==> src/rtl/dmem_access_ctrl.sv <==
// Data-memory access sequencer for the MEM stage, shared with a debug port.
// Handles req/ack sequencing, arbitration, timeout and the pipeline stall.
module dmem_access_ctrl #(
    parameter int ADDR_W     = 32,
    parameter int DATA_W     = 32,
    parameter int TIMEOUT    = 15,
    parameter int STARVE_LIM = 8
) (
    input  logic              clk,
    input  logic              reset,
    input  logic              pipe_mem_read,
    input  logic              pipe_mem_write,
    input  logic [ADDR_W-1:0] pipe_addr,
    input  logic [DATA_W-1:0] pipe_wdata,
    output logic [DATA_W-1:0] pipe_rdata,
    output logic              pipe_stall,
    input  logic              dbg_req,
    input  logic              dbg_we,
    input  logic [ADDR_W-1:0] dbg_addr,
    input  logic [DATA_W-1:0] dbg_wdata,
    output logic              dbg_gnt,
    output logic [DATA_W-1:0] dbg_rdata,
    output logic              dbg_done,
    output logic              mem_req,
    output logic              mem_we,
    output logic [ADDR_W-1:0] mem_addr,
    output logic [DATA_W-1:0] mem_wdata,
    input  logic [DATA_W-1:0] mem_rdata,
    input  logic              mem_ack,
    output logic              bus_err
);

    localparam int TW = $clog2(TIMEOUT + 1);
    localparam int SW = $clog2(STARVE_LIM + 1);
    localparam logic [TW-1:0] TMO_LAST   = TW'(TIMEOUT - 1);
    localparam logic [SW-1:0] STARVE_MAX = SW'(STARVE_LIM);

    typedef enum logic [2:0] {
        IDLE,
        PIPE_WAIT,
        PIPE_DONE,
        DBG_WAIT,
        DBG_DONE
    } state_t;

    state_t state;
    state_t state_nx;

    logic [TW-1:0] tmo_cnt;
    logic [SW-1:0] starve_cnt;

    logic pipe_pend;
    logic pipe_load;
    logic pipe_both;
    logic starve_hit;
    logic grant_pipe;
    logic grant_dbg;
    logic dbg_denied;
    logic in_wait;
    logic tmo_hit;
    logic finish;

    assign pipe_pend = pipe_mem_read | pipe_mem_write;
    assign pipe_load = pipe_mem_read & ~pipe_mem_write;
    assign pipe_both = pipe_mem_read & pipe_mem_write;

    // Starved debug beats a pending pipe access; otherwise pipe wins.
    assign starve_hit = dbg_req && (starve_cnt >= STARVE_MAX);
    assign grant_dbg  = (state == IDLE) && dbg_req &&
                        (starve_hit || !pipe_pend);
    assign grant_pipe = (state == IDLE) && pipe_pend && !starve_hit;
    assign dbg_denied = grant_pipe && dbg_req;

    assign in_wait = (state == PIPE_WAIT) || (state == DBG_WAIT);
    assign tmo_hit = in_wait && !mem_ack && (tmo_cnt == TMO_LAST);
    assign finish  = in_wait && (mem_ack || tmo_hit);

    // Stall is forced low while reset is held so upstream is released at once.
    assign pipe_stall = pipe_pend && (state != PIPE_DONE) && !reset;
    assign dbg_gnt    = (state == DBG_WAIT) || (state == DBG_DONE);
    assign dbg_done   = (state == DBG_DONE);

    always_ff @(posedge clk or posedge reset) begin
        if (reset) begin
            state <= IDLE;
        end else begin
            state <= state_nx;
        end
    end

    always_comb begin
        state_nx = state;
        unique case (state)
            IDLE: begin
                if (grant_dbg) begin
                    state_nx = DBG_WAIT;
                end else if (grant_pipe) begin
                    state_nx = PIPE_WAIT;
                end
            end
            PIPE_WAIT: begin
                if (finish) begin
                    state_nx = PIPE_DONE;
                end
            end
            PIPE_DONE: state_nx = IDLE;
            DBG_WAIT: begin
                if (finish) begin
                    state_nx = DBG_DONE;
                end
            end
            DBG_DONE: state_nx = IDLE;
            default:  state_nx = IDLE;
        endcase
    end

    always_ff @(posedge clk or posedge reset) begin
        if (reset) begin
            tmo_cnt    <= '0;
            starve_cnt <= '0;
        end else begin
            if (grant_pipe || grant_dbg) begin
                tmo_cnt <= '0;
            end else if (in_wait && !finish) begin
                tmo_cnt <= tmo_cnt + 1'b1;
            end

            if (grant_dbg) begin
                starve_cnt <= '0;
            end else if (dbg_denied && (starve_cnt < STARVE_MAX)) begin
                starve_cnt <= starve_cnt + 1'b1;
            end
        end
    end

    always_ff @(posedge clk or posedge reset) begin
        if (reset) begin
            mem_req    <= 1'b0;
            mem_we     <= 1'b0;
            mem_addr   <= '0;
            mem_wdata  <= '0;
            pipe_rdata <= '0;
            dbg_rdata  <= '0;
            bus_err    <= 1'b0;
        end else begin
            if (grant_pipe) begin
                mem_req   <= 1'b1;
                mem_we    <= pipe_mem_write;
                mem_addr  <= pipe_addr;
                mem_wdata <= pipe_wdata;
            end else if (grant_dbg) begin
                mem_req   <= 1'b1;
                mem_we    <= dbg_we;
                mem_addr  <= dbg_addr;
                mem_wdata <= dbg_wdata;
            end else if (finish) begin
                mem_req <= 1'b0;
            end

            if (tmo_hit) begin
                bus_err <= 1'b1;
            end

            if (state == PIPE_WAIT) begin
                if (mem_ack) begin
                    if (pipe_load) begin
                        pipe_rdata <= mem_rdata;
                    end else if (pipe_both) begin
                        pipe_rdata <= '0;
                    end
                end else if (tmo_hit) begin
                    pipe_rdata <= '0;
                end
            end

            if (state == DBG_WAIT) begin
                if (mem_ack && !mem_we) begin
                    dbg_rdata <= mem_rdata;
                end else if (tmo_hit) begin
                    dbg_rdata <= '0;
                end
            end
        end
    end

endmodule
==> config.mk <==
export PLATFORM = sky130hd
export DESIGN_NAME = dmem_access_ctrl
export DESIGN_NICKNAME = d
export VERILOG_FILES = /design/src/rtl/dmem_access_ctrl.sv
export SDC_FILE = /design/constraint.sdc
export NUM_CORES = 1
export LEC_CHECK = 0
export ABC_AREA = 1
export CORE_MARGIN = 2
export CORE_UTILIZATION = 47
export CTS_CLUSTER_DIAMETER = 30
export DETAILED_ROUTE_END_ITERATION = 8
export HOLD_SLACK_MARGIN = 0.06
export PLACE_DENSITY = 0.95
export SETUP_SLACK_MARGIN = 0.05
export SYNTH_ARGS = -nofsm -noshare
export SYNTH_HDL_FRONTEND = slang
export SYNTH_SLANG_ARGS = --single-unit
==> constraint.sdc <==
create_clock -name clk -period 9.9 [get_ports clk]
set_input_delay 1.98 -clock clk [delete_from_list [all_inputs] [get_ports clk]]
set_output_delay 1.98 -clock clk [all_outputs]
set_load 0.01 [all_outputs]
==> reports/metrics.yaml <==
route:
  num_vias: 7514
  met1_length_um: 8210
  wirelength_um: 22200
  drcViolationCount: 0
  drt_iter0_drc: 564
  top_layer: "met4"
  wl_met2_um: 11100
  drtAntennaViolNets: 0
  wl_per_cell_um: 14.8
  viasPerCell: 5.00
  wl_met3_um: 2250
  dr.pass1.iters: 5
sta:
  finalSetupTns_ps: 0
  worst_pin_slew_ps: 1200
  relSlewSlack_pct: 20.1
  drv_slew: 0
  setup_viol: 0
  fmax_mhz: 166
  hold_violations: 0
  fin_crit_ps: 6030
  fin_skew_ps: 8.88
  whs_ps: 472
  rsz0062_at_grt: "false"
  fin_crit_sh_pct: 60.9
clock_tree:
  cts_sinks: 142
  cts_resized: 0
  cts_tree: "done"
  cts.reportedPaths.clkPinSlew_ps: 50
  h-tree-depth: 4
  cts_hold_buf: 0
  cts_buffer_depth: 2
  cts_root_buf: "clkbuf_16"
  cts_made_buffers: 17
  clkLatencyLatePin_ps: 420
  cts_setup_buffers: 0
setup_path:
  cp-end-kind: "output port"
  reg2reg_to: "mem_wdata[17]"
  r2r_slack_ps: 7120
  rr_startpoint: "state[1]"
  path_class: "input pin to output port"
  critPathLaunchType: "input pin"
  reg2reg_depth: 8
  arrival_ps: 4050
  cp_max_fo: 85
  critPathRequiredTime_ps: 7920
global_routing:
  grt_first_pass_wirelength_um: 35500
  first_global_vias: 7381
  grt_max_degree: 86
  overflow: 0
  antenna_found_initial: 1
  grtUsageTotal_pct: 26.9
logic_synthesis:
  synth_area_mm2: 0.00731
  synth_simple_gate_area_share_pct: 31.3
  yosysWarnings: 0
  ys_seq_area_share_pct: 48.6
  synthAdderAreaFrac_pct: 0.685
  synth_xor_xnor_area_share_pct: 0.359
  synth_top_area_share_pct: 48.6
  yosys.area.top_type: "dfrtp_1"
  syn_area_per_cell_um2: 7.12
  synth-edff-count: 0
  muxShareOfSynthArea_pct: 0
  ys_top_cells_by_count: "nand2_1, inv_1, dfrtp_1"
  yosys.cell_count.top_type: "nand2_1"
  syn_inst: 1026
  synth_compound_area_share_pct: 5.24
  synthArstFlopShare_pct: 100
  ys_types: 29
  synth_top_family_by_area: "simple AND/OR/NAND/NOR gates"
  ys_ff_latch: 142
  synth.area.top_cells: "dfrtp_1, nand2_1, inv_1, nand3_1, o21ai_0"
  mappedNetlistNets: 1197
  synthFlopType: "dfrtp_1"
placed_design:
  gp_congestion: 0.833
  placed_area_mm2: 0.0103
  dp_cells: 1469
  port_buffers: 300
  hpwl_um: 15600
die:
  dieArea_mm2: 0.0166
  fp-row-count: 45
  start_util_pct: 48.1
  ios: 301
  die_x_um: 129
  core_mm2: 0.0152
  die_h_um: 129
finish:
  finalNetCount: 1471
  final_cell_area_mm2: 0.0109
  fin_cells: 1502
  drive_above_1_share_pct: 4.27
  syn_to_final_growth_pct: 48.6
  n_fill_cell: 1105
  final_core_util_pct: 71.4
hold_path:
  whs_path_depth: 2
  min_to: "dbg_rdata[6]"
  min_from: "dbg_rdata[6]"
  min_path_type: "flip-flop to flip-flop"
pwr:
  ir_drop_v: 0.000174
  power_density_mw_per_mm2: 282
  p_leak_nw: 5.80
run_status:
  status: "finished, final reports clean"
flow_run:
  max_cap_violations: 0
==> layout by cell type, fill, tap and decap left out, types with 2 or more instances in the layout <==
cell type and n:
ha_1 4, o21ai_0 52, clkinv_2 3, clkbuf_8 2, xor2_1 2, clkinvlp_4 3
nand2_1 412, nor2_2 2, o21ai_1 19, clkdlybuf4s50_1 300, dfrtp_1 142, clkinv_4 2
nand3_1 76, nand2_4 2, buf_4 8, inv_2 5, nor2_4 2, nor2_1 68
clkbuf_16 17, inv_6 4, inv_1 175, nand3_2 2
==> power breakdown <==
| group | switching, mW | internal (mW) |
|---|---|---|
| Clock | 0.254 | 0.361 |
| Combinational | 0.824 | 0.656 |
| Sequential | 0.148 | 0.822 |
| Total | 1.23 | 1.84 |
==> final cells by class <==
class	instances	area, µm²	share of cell area (%)
flip-flops and latches	142	3550	32.7
repair buffers	308	3060	28.2
multi-input cells	650	2750	25.4
inverters	181	684	6.30
clock buffers	20	457	4.21
well taps	188	235	2.17
clock inverters	12	111	1.03
diodes	1	2.50	0.0230
==> metal layers <==
metal / global-route usage, % / vias up
met4: 10.5 / 0
li1: - / 3587
met5: 0 / -
met1: 31.6 / 3516
met2: 45.8 / 366
met3: 8.98 / 45
==> metrics by stage <==
step / worst slack (ps) / total power, mW
after floorplan: 2250 / 1.77
after global placement: 3850 / 2.39
after detailed placement: 3870 / 2.45
after CTS: 3870 / 3.08
after global routing: 3750 / 3.28
final: 3870 / 3.06
==> logic make-up after synthesis <==
family          after synthesis
xor+xnor                      3
buf+inv                     234
fa+ha+maj                     4
compound gates               75
flops                       142
simple gates                568
==> registers in the layout (all words and copies together), names as in the netlist <==
name and flops:
dbg_rdata 32, tmo_cnt 4, mem_we 1, pipe_rdata 32, mem_req 1, state 3, bus_err 1, mem_addr 32
starve_cnt 4, mem_wdata 32
==> worst max-delay path by stage <==
stage	slack, ps	start	cells past startpoint	end
2_1_floorplan	2250	reset	3	pipe_stall
3_3_place_gp	3850	reset	5	pipe_stall
3_5_place_dp	3870	reset	5	pipe_stall
4_1_cts	3870	reset	5	pipe_stall
5_1_grt	3750	reset	5	pipe_stall
6_report	3870	reset	5	pipe_stall
==> critical path, cell delays in order <==
cell and delay, ps:
clkdlybuf4s50_1 470, inv_6 530, o21ai_0 200, a31oi_1 230, clkdlybuf4s50_1 570
(Power assumes the default switching activity.)
